### config.mk
export PLATFORM = sky130hd
export DESIGN_NAME = ic_ram_ctrl_flat
export DESIGN_NICKNAME = d
export VERILOG_FILES = /design/src/rtl/ic_ram_ctrl_if.sv /design/src/rtl/ic_ram_ctrl.sv /design/src/flat_wrapper.sv
export SDC_FILE = /design/constraint.sdc
export NUM_CORES = 1
export LEC_CHECK = 0
export ABC_CLOCK_PERIOD_IN_PS = 3640
export CORE_AREA = 3 3 110 123
export DETAILED_ROUTE_END_ITERATION = 10
export DIE_AREA = 0 0 113 126
export GPL_TIMING_DRIVEN = 1
export HOLD_SLACK_MARGIN = 0.08
export PLACE_DENSITY = 0.65
export SLEW_MARGIN = 20
export SYNTH_ARGS = -nofsm -noshare
export SYNTH_HDL_FRONTEND = slang
export SYNTH_SLANG_ARGS = --single-unit
### constraint.sdc
create_clock -name g_clk -period 3.64 [get_ports g_clk]
set_input_delay 0.728 -clock g_clk [delete_from_list [all_inputs] [get_ports g_clk]]
set_output_delay 0.728 -clock g_clk [all_outputs]
set_load 0.01 [all_outputs]
### src/rtl/ic_ram_ctrl_if.sv
// ---------------------------------------------------------------------------
// ic_ram_ctrl_if
//   Request/response bus between an interconnect initiator and the RAM target.
//
//   Request channel : req, wen, strb, wdata, addr   (initiator -> target)
//                     gnt                           (target -> initiator)
//   Response channel: recv, error, rdata            (target -> initiator)
//                     ack                           (initiator -> target)
//
//   A request transfers on a cycle with req && gnt; a response transfers on a
//   cycle with recv && ack.
// ---------------------------------------------------------------------------
interface ic_ram_ctrl_if;
  logic        req;
  logic        wen;
  logic [3:0]  strb;
  logic [31:0] wdata;
  logic [31:0] addr;
  logic        gnt;
  logic        recv;
  logic        ack;
  logic        error;
  logic [31:0] rdata;

  modport master (
    output req, wen, strb, wdata, addr, ack,
    input  gnt, recv, error, rdata
  );

  modport slave (
    input  req, wen, strb, wdata, addr, ack,
    output gnt, recv, error, rdata
  );
endinterface

### src/rtl/ic_ram_ctrl.sv
// ---------------------------------------------------------------------------
// ic_ram_ctrl
//   Memory-side target for the RAM port of the interconnect. Requests on the
//   bus are turned into single-cycle accesses of a synchronous SRAM macro with
//   1-cycle read latency. Responses are queued in a small FIFO and returned in
//   acceptance order until the initiator acks them. Up to RSP_DEPTH requests
//   may be outstanding; gnt is withheld once all response slots are claimed.
//
//   Ports
//     g_clk, g_resetn  clock, synchronous active-low reset
//     bus              request/response bus (slave side)
//     sram_cen         SRAM chip enable (active high)
//     sram_wen         SRAM write enable (active high)
//     sram_bwe         SRAM byte write enables
//     sram_addr        SRAM word address
//     sram_wdata       SRAM write data
//     sram_rdata       SRAM read data, valid the cycle after a read access
// ---------------------------------------------------------------------------
module ic_ram_ctrl #(
  parameter logic [31:0] MEM_BASE  = 32'h2000_0000,
  parameter logic [31:0] MEM_SIZE  = 32'h0001_0000,
  parameter int          AW        = 14,
  parameter int          RSP_DEPTH = 2
) (
  input  logic              g_clk,
  input  logic              g_resetn,
  ic_ram_ctrl_if.slave      bus,
  output logic              sram_cen,
  output logic              sram_wen,
  output logic [3:0]        sram_bwe,
  output logic [AW-1:0]     sram_addr,
  output logic [31:0]       sram_wdata,
  input  logic [31:0]       sram_rdata
);

  localparam int PW = (RSP_DEPTH > 1) ? $clog2(RSP_DEPTH) : 1;
  localparam int CW = PW + 1;

  // Access stage: RD_PEND marks the cycle in which the SRAM (or the decode
  // error) result of the previous accept becomes available.
  localparam logic [0:0] ST_IDLE    = 1'b0;
  localparam logic [0:0] ST_RD_PEND = 1'b1;

  logic [0:0]    stage;
  logic          pend_rd;
  logic          pend_err;
  logic          gnt_q;

  logic [CW-1:0] count;
  logic [CW-1:0] count_next;
  logic [PW-1:0] wr_ptr;
  logic [PW-1:0] rd_ptr;
  logic [31:0]   mem_data [RSP_DEPTH];
  logic          mem_err  [RSP_DEPTH];

  logic          accept;
  logic          in_range;
  logic          inflight;
  logic          fifo_nonempty;
  logic          recv;
  logic          pop;
  logic          pop_mem;
  logic          push_mem;
  logic [31:0]   pend_data;
  logic          gnt_next;

  assign accept   = bus.req && gnt_q;
  assign in_range = (bus.addr & ~(MEM_SIZE - 32'd1)) == MEM_BASE;

  assign sram_cen   = accept && in_range;
  assign sram_wen   = sram_cen && bus.wen;
  assign sram_bwe   = sram_wen ? bus.strb : 4'b0000;
  assign sram_addr  = sram_cen ? bus.addr[AW+1:2] : '0;
  assign sram_wdata = sram_cen ? bus.wdata : 32'h0;

  assign inflight      = (stage == ST_RD_PEND);
  assign fifo_nonempty = (count != '0);
  assign pend_data     = (pend_rd && !pend_err) ? sram_rdata : 32'h0;

  // The in-flight result acts as the FIFO head when the FIFO is empty, which
  // gives the one-cycle accept-to-recv latency without an extra register.
  assign recv    = fifo_nonempty || inflight;
  assign pop     = recv && bus.ack;
  assign pop_mem = pop && fifo_nonempty;
  // A bypassed result that is acked immediately never enters the FIFO.
  assign push_mem = inflight && !(pop && !fifo_nonempty);

  assign count_next = count + CW'(push_mem) - CW'(pop_mem);

  // gnt is the registered credit check for the next cycle, so neither req nor
  // ack reaches gnt combinationally.
  assign gnt_next = (count_next + CW'(accept)) < CW'(RSP_DEPTH);

  assign bus.gnt   = gnt_q;
  assign bus.recv  = recv;
  assign bus.error = fifo_nonempty ? mem_err[rd_ptr] : (inflight && pend_err);
  assign bus.rdata = fifo_nonempty ? mem_data[rd_ptr] : (inflight ? pend_data : 32'h0);

  // Control state: access stage, occupancy, pointers and the grant register.
  always_ff @(posedge g_clk) begin
    if (!g_resetn) begin
      stage    <= ST_IDLE;
      pend_rd  <= 1'b0;
      pend_err <= 1'b0;
      gnt_q    <= 1'b0;
      count    <= '0;
      wr_ptr   <= '0;
      rd_ptr   <= '0;
    end else begin
      stage    <= accept ? ST_RD_PEND : ST_IDLE;
      pend_rd  <= accept && !bus.wen;
      pend_err <= accept && !in_range;
      gnt_q    <= gnt_next;
      count    <= count_next;
      if (push_mem) wr_ptr <= wr_ptr + PW'(1);
      if (pop_mem)  rd_ptr <= rd_ptr + PW'(1);
    end
  end

  // Response storage needs no reset; occupancy alone decides what is valid.
  always_ff @(posedge g_clk) begin
    if (push_mem) begin
      mem_data[wr_ptr] <= pend_data;
      mem_err[wr_ptr]  <= pend_err;
    end
  end

endmodule
### src/flat_wrapper.sv
// flat-port wrapper written by rule: the top's interface ports become plain ports
module ic_ram_ctrl_flat 
#(
  parameter logic [31:0] MEM_BASE  = 32'h2000_0000,
  parameter logic [31:0] MEM_SIZE  = 32'h0001_0000,
  parameter int          AW        = 14,
  parameter int          RSP_DEPTH = 2
)
  (g_clk, g_resetn, sram_cen, sram_wen, sram_bwe, sram_addr, sram_wdata, sram_rdata, bus_req, bus_wen, bus_strb, bus_wdata, bus_addr, bus_ack, bus_gnt, bus_recv, bus_error, bus_rdata);
  ic_ram_ctrl_if bus_i ();
  input  logic g_clk;
  input  logic g_resetn;
  output logic sram_cen;
  output logic sram_wen;
  output logic [3:0] sram_bwe;
  output logic [AW-1:0] sram_addr;
  output logic [31:0] sram_wdata;
  input  logic [31:0] sram_rdata;
  input wire logic [$bits(bus_i.req)-1:0] bus_req;
  input wire logic [$bits(bus_i.wen)-1:0] bus_wen;
  input wire logic [$bits(bus_i.strb)-1:0] bus_strb;
  input wire logic [$bits(bus_i.wdata)-1:0] bus_wdata;
  input wire logic [$bits(bus_i.addr)-1:0] bus_addr;
  input wire logic [$bits(bus_i.ack)-1:0] bus_ack;
  output wire logic [$bits(bus_i.gnt)-1:0] bus_gnt;
  output wire logic [$bits(bus_i.recv)-1:0] bus_recv;
  output wire logic [$bits(bus_i.error)-1:0] bus_error;
  output wire logic [$bits(bus_i.rdata)-1:0] bus_rdata;
  assign bus_i.req = bus_req;
  assign bus_i.wen = bus_wen;
  assign bus_i.strb = bus_strb;
  assign bus_i.wdata = bus_wdata;
  assign bus_i.addr = bus_addr;
  assign bus_i.ack = bus_ack;
  assign bus_gnt = bus_i.gnt;
  assign bus_recv = bus_i.recv;
  assign bus_error = bus_i.error;
  assign bus_rdata = bus_i.rdata;
  ic_ram_ctrl #(.MEM_BASE(MEM_BASE), .MEM_SIZE(MEM_SIZE), .AW(AW), .RSP_DEPTH(RSP_DEPTH)) u_core (.g_clk(g_clk), .g_resetn(g_resetn), .bus(bus_i), .sram_cen(sram_cen), .sram_wen(sram_wen), .sram_bwe(sram_bwe), .sram_addr(sram_addr), .sram_wdata(sram_wdata), .sram_rdata(sram_rdata));
endmodule
Yosys cells after proc, flatten, opt, wreduce, memory -nomap -nowiden
Memories as Yosys holds them, arrays and structs flattened. A register that Yosys moved wholly into a read port is not among the register bits.
Index checks and enable logic that the tools add are counted.
{ "totals": {"ff_bits": 8, "latchBits": 0, "ram_bits": 66, "mem_bits_ro": 0, "inputBits": 105, "word_cells": 48, "memories": 2} }
{ "mem_list": {"columns": ["name", "depth", "width", "read_ports", "rd_clocked_by_memory_dff", "write_ports", "line_no", "text"], "rows": [
  ["u_core.mem_data", 2, 32, 1, 1, 1, "ic_ram_ctrl.sv:53", "logic [31:0] mem_data [RSP_DEPTH];"],
  ["u_core.mem_err", 2, 1, 1, 1, 1, "ic_ram_ctrl.sv:54", "logic mem_err [RSP_DEPTH];"]
]} }
{ "op_classes": {"add_sub_neg": 5, "n_mul": 0, "div_mod_pow": 0, "magnitude_cmp": 1, "n_eq_ne": 1, "shifts": 0, "mux": 14, "n_bitwise": 0, "reduce_logical": 18} }
{ "op_table": {"columns": ["cell", "n"], "rows": [
  ["32-bit 2-to-1 mux", 4],
  ["16-bit by 14-bit == test with 1-bit output, second input constant", 1],
  ["14-bit 2-to-1 mux", 1],
  ["1-bit logical AND", 11],
  ["1-bit 2-to-1 mux", 8],
  ["1-bit zero test", 5],
  ["2-bit by 1-bit adder with 2-bit output", 2],
  ["4-bit 2-to-1 mux", 1],
  ["1-bit adder, second input constant", 2],
  ["2-bit < comparator, second input constant", 1],
  ["2-bit nonzero test", 1],
  ["2-bit by 1-bit subtractor with 2-bit output", 1],
  ["1-bit logical OR", 1]
]} }

Longest topological paths before layout
Gate-level depths: netlist (run 1).
{ "logic_depth": {"depth_word": 10, "mapped_depth": 7} }

Worst setup path before layout (run 1)
OpenSTA, ideal clock, no wires.
{ "synth_path": {"path_type": "input-to-output", "startpoint": "in bus_addr[31]", "endpoint": "out sram_bwe[1]", "t_arrival_ps": 1689, "required_ps": 2912, "slack_ps": 1223, "cell_stages": 5, "path_buffers": 1, "path_cell_list": "nor4b_2 -> nand4_1 -> nor2_4 -> buf_6 -> and3_1"} }
{ "synth_between": {"elab_chain_len": 4} }
{ "synth_rtl": {"columns": ["element", "line_no", "text"], "rows": [
  ["from (decl)", "flat_wrapper.sv:23", "input wire logic [$bits(bus_i.addr)-1:0] bus_addr;"],
  ["16-bit by 14-bit == test with 1-bit output", "ic_ram_ctrl.sv:68", "assign in_range = (bus.addr & ~(MEM_SIZE - 32'd1)) == MEM_BASE;"],
  ["1-bit logical AND", "ic_ram_ctrl.sv:70", "assign sram_cen = accept && in_range;"],
  ["1-bit logical AND", "ic_ram_ctrl.sv:71", "assign sram_wen = sram_cen && bus.wen;"],
  ["4-bit 2-to-1 mux", "ic_ram_ctrl.sv:72", "assign sram_bwe = sram_wen ? bus.strb : 4'b0000;"],
  ["to (decl)", "flat_wrapper.sv:15", "output logic [3:0] sram_bwe;"]
]} }
Every way passes these cells.

Worst setup path in the final report (run 1)
{ "layout_path": {"startpoint": "in bus_addr[20]", "endpoint": "out sram_wdata[24]"} }
{ "layout_between": {"elab_chain_len": 3} }
{ "layout_rtl": {"columns": ["element", "line_no", "text"], "rows": [
  ["16-bit by 14-bit == test with 1-bit output", "ic_ram_ctrl.sv:68", null],
  ["1-bit logical AND", "ic_ram_ctrl.sv:70", null],
  ["32-bit 2-to-1 mux", "ic_ram_ctrl.sv:74", "assign sram_wdata = sram_cen ? bus.wdata : 32'h0;"],
  ["to (decl)", "flat_wrapper.sv:17", "output logic [31:0] sram_wdata;"]
]} }
Every way passes these cells.

==> reports/qor.yml, run 1 <==
run_status: "finished clean"
vias_per_cell: 4.64
hold-worst-slack_ps: 499
synth.cell_area_sq_mm: 0.00368
wire_per_inst_microns: 16.5
chipHeight_microns: 126
design.final.nets: 606
synth-main-ff-cell: "edfxtp_1"
cts_resized: 0
grt_max_degree: 53
path_clk_slew_ps: 50
timing.fmax_mhz: 282
tritoncts_num_sinks: 75
setup_ws_ps: 88.2
port_buffers: 189
setup_viol: 0
post_synth.cell_area_avg_sq_um: 11.7
placement.setup.worst_slack_ps: 130
setup_fix_buffers_added_after_clock_tree_synthesis: 0
synthesis.yosys.warnings: 0
ant_nets: 0
placedInstanceArea_sq_mm: 0.00572
track_usage: 0.150
critical_path.startpoint_type: "input pin"
mappedNetlistNets: 420
crit_path_max_fanout: 52
power_leakage_nw: 2.29
drtPass1Iterations: 5
worst_skew_pair.late_latency_ps: 320
drv_cap: 0
cts_buffers: 9
first_global_vias: 3235
floorplan.initialDensity: 0.295
fp-row-count: 43
die_area_sq_mm: 0.0142
boundaryPins: 192
fin_cells: 661
vias: 3066
diodes: 0
dominant_combinational_cell_family_by_area_after_synthesis: "simple AND/OR/NAND/NOR gates"
antenna_found_initial: 0
grt_first_pass_wirelength_mm: 16.5
synth-async-reset-ratio: 0
globalRoute.totalOverflow: 0
core_sq_mm: 0.0125
critical-path-slowest-cell: "clkdlybuf4s50_1"
power.density_mw_per_mm2: 505
fillers: 1195
ff_latch_area_sq_mm: 0.00216
multiInputGateArea_sq_mm: 0.00127
max-slew-margin-rel: 0.304
fp.dieW_microns: 113
post_synth_mux_area_share: 0.0926
worstMarginPinSlew_ps: 1040
critical_path.top_delay_family: "buffers and inverters"
finalCriticalPeriod_ps: 3550
synth.ff_latch_count: 75
post_synth_and_or_nand_nor_area_fraction: 0.181
cp_num_buf_inv: 3
synth.distinct_cells: 36
path_cells: "clkdlybuf4s50_1, nor4_1, nand4_1, nor2_4, buf_12, and2_1, clkdlybuf4s50_1"
drive_gt1_frac: 0.0813
synth-edff-count: 66
clock_tree.root_cell: "clkbuf_16"
synthesized_instance_count: 314
synthAdderAreaFrac: 0.00340
layout_commonest_cell: "clkdlybuf4s50_1"
grt_setup_unrepaired: "no"
fin_crit_sh: 0.976
drc: 0
maxSlewViolCount: 0
criticalPathCategory: "in -> out"
arrival_ps: 2820
hold_violations: 0
timing.critical_path.required_ps: 2910
gpl.final_weighted_congestion: 0.778
cts_htree_levels: 3
stdcell_area_sq_mm: 0.00602
fin_setup_tns_ps: 0
ctsLongestPathBuffers: 2
slowest_delay_ps: 630
most-common-layout-cells: "clkdlybuf4s50_1, edfxtp_1, and2_1"
tritoncts_clock_tree: "yes"
crit_path_frequent_cell: "clkdlybuf4s50_1"
critPathCaptureType: "output pin"
synth_compound_area_frac: 0.0616
wl_mm: 10.9
hold_path.class: "reg -> reg"
synth_sequential_area_ratio: 0.588
place.detailed.hpwl_mm: 8.19
place.detailed.instances: 646
ir_drop_mv: 0.207
synth_xor_xnor_area_share: 0.00715
quantity_of_hold_fixing_buffers_added_after_cts: 0
areaGrowthSynthToFinish_pct: 63.9
fin_skew_ps: 6.22
drt_first_iter_violations: 209
[per-layer routing]
layer	share of wire	global-route usage	vias to the layer above
met5	0	0	-
met4	0.017	0.0516	0
met3	0.095	0.0586	11
met2	0.49	0.260	145
met1	0.40	0.168	1446
li1	-	-	1464
[synthesized netlist by cell type (4+ instances only)]
master | n | area (sq um)
buf_6 | 5 | 56.3
mux2i_1 | 34 | 340
edfxtp_1 | 66 | 1980
nor2b_1 | 5 | 31.3
and2_1 | 41 | 257
inv_1 | 34 | 128
dfxtp_1 | 9 | 180
buf_2 | 5 | 25.0
nand2_1 | 35 | 131
and3_1 | 4 | 25.0
clkbuf_1 | 8 | 30.0
o22ai_1 | 32 | 200
and2_2 | 9 | 67.6
[report_power, final]
part	switching (W)	total, W	leakage (nW)	internal [W]
sequential	0.0000589	0.00106	0.681	0.00100
combinational	0.000483	0.00107	1.46	0.000587
clock	0.000318	0.000912	0.152	0.000595
[cell families after synthesis]
kind of cell,count (synthesis)
AO/OA/AOI/OAI,36
XOR/XNOR,3
adder cells (fa/ha/maj),1
buffers and inverters,53
flip-flops,75
multiplexers,34
AND/OR/NAND/NOR,112
[area by class of cell]
cell class                 instances  share of cell area
multi-input combinational        186               0.212
clock inverter                     5              0.0131
clock buffer                      10              0.0380
tap                              157              0.0326
sequential                        75               0.359
timing repair buffer             194               0.324
inverter                          34              0.0212
[metrics by stage]
step                       util  total power, W
after floorplan               -         0.00159
after global placement    0.458         0.00215
after detailed placement  0.458         0.00216
after CTS                 0.483         0.00308
after global routing      0.483         0.00319
final                     0.483         0.00304
[path summary, 6_finish.rpt]
check                               end            start  depth (start not counted)  slack [ps]
setup / recovery         sram_wdata[24]     bus_addr[20]                          7          90
hold / removal        u_core.mem_err[1]  u_core.pend_err                          0         500
setup reg to reg  u_core.mem_data[0][7]  u_core.count[1]                          3        1700
hold reg to reg       u_core.mem_err[1]  u_core.pend_err                          0         500
[registers in the layout (all words and copies together) (netlist names), named ones only]
name	count
u_core.bus.gnt	1
u_core.count	2
u_core.inflight	1
u_core.mem_data	64
u_core.mem_err	2
u_core.pend_err	1
u_core.pend_rd	1
u_core.rd_ptr	1
u_core.wr_ptr	1
(Power assumes the default switching activity.)
==> inputs of run 2 (changes only) <==
ABC_CLOCK_PERIOD_IN_PS = 2900   (was 3640)
PLACE_DENSITY = 0.67   (was 0.65)
clock period = 2.9 ns   (was 3.64 ns; I/O delays follow)
==> reports/qor.yml, run 2 (same netlist as run 1, synthesis figures left out) <==
vias_per_cell: 4.53  # -2.4%
first_global_vias: 3128  # -3.3%
hold-worst-slack_ps: 513  # +14.3 ps
place.detailed.hpwl_mm: 7.59  # -7.4%
final_core_util: 0.484  # +0.00140
cts_htree_levels: 3  # unchanged
drc: 0  # unchanged
cp_num_buf_inv: 5  # +2
timing.critical_path.required_ps: 2320  # -590 ps
tritoncts_num_sinks: 75  # unchanged
worstMarginPinSlew_ps: 1040  # -1.43 ps
max-slew-margin-rel: 0.305  # +0.000953
cp-startpoint: "bus_addr[20]"
comb_power_share: 0.370  # +0.018
tritoncts_clock_tree: "yes"
slowest_delay_ps: 440  # -190 ps
largest-register: "u_core.mem_data"
run_status: "finished clean"
die_area_sq_mm: 0.0142  # unchanged
design.final.nets: 622  # +2.6%
largest_reg_flops: 64  # unchanged
areaGrowthSynthToFinish_pct: 64.4
crit-reg2reg-launch: "u_core.count[1]"
path_cells: "clkdlybuf4s50_1, nor4_2, nand4_1, nor2_4, buf_6, buf_12, clkbuf_16, and2_1, buf_2"
timing.fmax_mhz: 360
clock_tree.root_cell: "clkbuf_16"
multiInputGateArea_sq_mm: 0.00131  # +2.7%
power.density_mw_per_mm2: 622  # +23%
vias: 3069  # +0.098%
drive_gt1_frac: 0.223  # +0.141
most-common-layout-cells: "clkdlybuf4s50_1, edfxtp_1, buf_2"
grt_max_degree: 35  # -34%
arrival_ps: 2200  # -620 ps
port_buffers: 189  # unchanged
worstHoldPathCells: 0  # unchanged
intPower_w: 0.00266  # +22%
core_sq_mm: 0.0125  # unchanged
globalRoute.totalOverflow: 0  # unchanged
floorplan.initialDensity: 0.295  # unchanged
boundaryPins: 192  # unchanged
cts_buffers: 9  # unchanged
placedInstanceArea_sq_mm: 0.00574  # +0.39%
critical_path.top_delay_family: "buffers and inverters"
crit_path_max_fanout: 5  # -90%
fp-row-count: 43  # unchanged
power_leakage_nw: 2.58  # +13%
ff_latch_area_sq_mm: 0.00216  # unchanged
fillers: 1177  # -1.5%
grt_first_pass_wirelength_mm: 16.2  # -2.1%
critPathCaptureType: "output pin"
hold_violations: 0  # unchanged
critical-path-slowest-cell: "clkdlybuf4s50_1"
maxSlewViolCount: 0  # unchanged
power.share.sequential: 0.345  # -0.003
criticalPathCategory: "in -> out"
ctsLongestPathBuffers: 2  # unchanged
hp-start: "u_core.pend_err"
drv_cap: 0  # unchanged
diodes: 0  # unchanged
largestRegisters: "u_core.mem_data (64), u_core.count (2), u_core.mem_err (2)"
hold_path.class: "reg -> reg"
switching_share: 0.291  # +0.00871
antenna_found_initial: 0  # unchanged
chipHeight_microns: 126  # unchanged
power.share.clock: 0.285  # -0.015
critical_path_depth: 9  # +2
drtPass1Iterations: 6  # +1
fin_setup_tns_ps: 0  # unchanged
ir_drop_mv: 0.313  # +51%
finalCriticalPeriod_ps: 2780
critical_path.startpoint_type: "input pin"
wl_mm: 10.7  # -1.4%
ant_nets: 0  # unchanged
drt_first_iter_violations: 118  # -44%
rrSetupSlack_ps: 910  # -790 ps
track_usage: 0.146  # -0.00429
setup_viol: 0  # unchanged
fin_skew_ps: 6.35  # +0.128 ps
fin_crit_sh: 0.959
worst_skew_pair.late_latency_ps: 330  # about the same
path_clk_slew_ps: 60  # about the same
layout_commonest_cell: "clkdlybuf4s50_1"
reg2reg_depth: 3  # unchanged
fp.dieW_microns: 113  # unchanged
stdcell_area_sq_mm: 0.00604  # +0.29%
power.switching_w: 0.00109  # +27%
wire_per_inst_microns: 15.8  # -3.8%
gpl.final_weighted_congestion: 0.750  # -3.6%
[run 2: cell count changes in the layout (fill, tap and decap cells not counted), sizes merged]
cell           previous run  this run
clkinvlp                  0         2
dlygate4sd2               0        11
buf                       5        71
bufinv                    2         1
clkdlybuf4s50           189       123
dlymetal6s2s              0         4
clkinv                    3         4
[run 2: routing by layer]
metal  up-vias  track usage  routed length [microns]  part of all wire
li1       1499            -                        -                 -
met1      1418        0.148                     3730              0.35
met2       145        0.275                     5870              0.55
met3         7       0.0452                     1000             0.093
met4         0       0.0566                      138             0.013
met5         -            0                        0                 0
[run 2: metrics by stage]
step           setup WS (ps)  total power [W]  cells
5_1_grt                -3.23          0.00395    678
2_1_floorplan            779          0.00200    314
6_report                 119          0.00376    678
4_1_cts               -0.848          0.00381    677
3_3_place_gp            -317          0.00272    650
3_5_place_dp            -346          0.00273    650
[run 2: cell type report]
class	instances	share of cell area
Clock inverter	7	0.0114
Inverter	34	0.0211
Clock buffer	9	0.0373
Sequential cell	75	0.358
Tap cell	157	0.0325
Timing Repair Buffer	210	0.323
Multi-Input combinational cell	186	0.217
[run 2: power groups by stage]
stage / clock, W / combinational, W / sequential [W]
after floorplan: 0 / 0.000691 / 0.00131
after detailed placement: 0 / 0.00141 / 0.00132
after global routing: 0.00114 / 0.00150 / 0.00131
after global placement: 0 / 0.00141 / 0.00132
final: 0.00107 / 0.00139 / 0.00130
after CTS: 0.00110 / 0.00142 / 0.00130
[run 2: final timing paths]
check,end
max,sram_addr[7]
min,u_core.mem_err[1]
max reg2reg,u_core.mem_data[0][13]
min reg2reg,u_core.mem_err[1]
[run 2: what timing repair did]
| action | in CTS | in global routing |
|---|---|---|
| gates cloned | 4 | 1 |
| gates resized for setup | 233 | 9 |
| pin swaps | 5 | 5 |
| hold buffers | 0 | 0 |
| setup buffers | 7 | 1 |
| endpoints found under the setup margin | 52 | 34 |
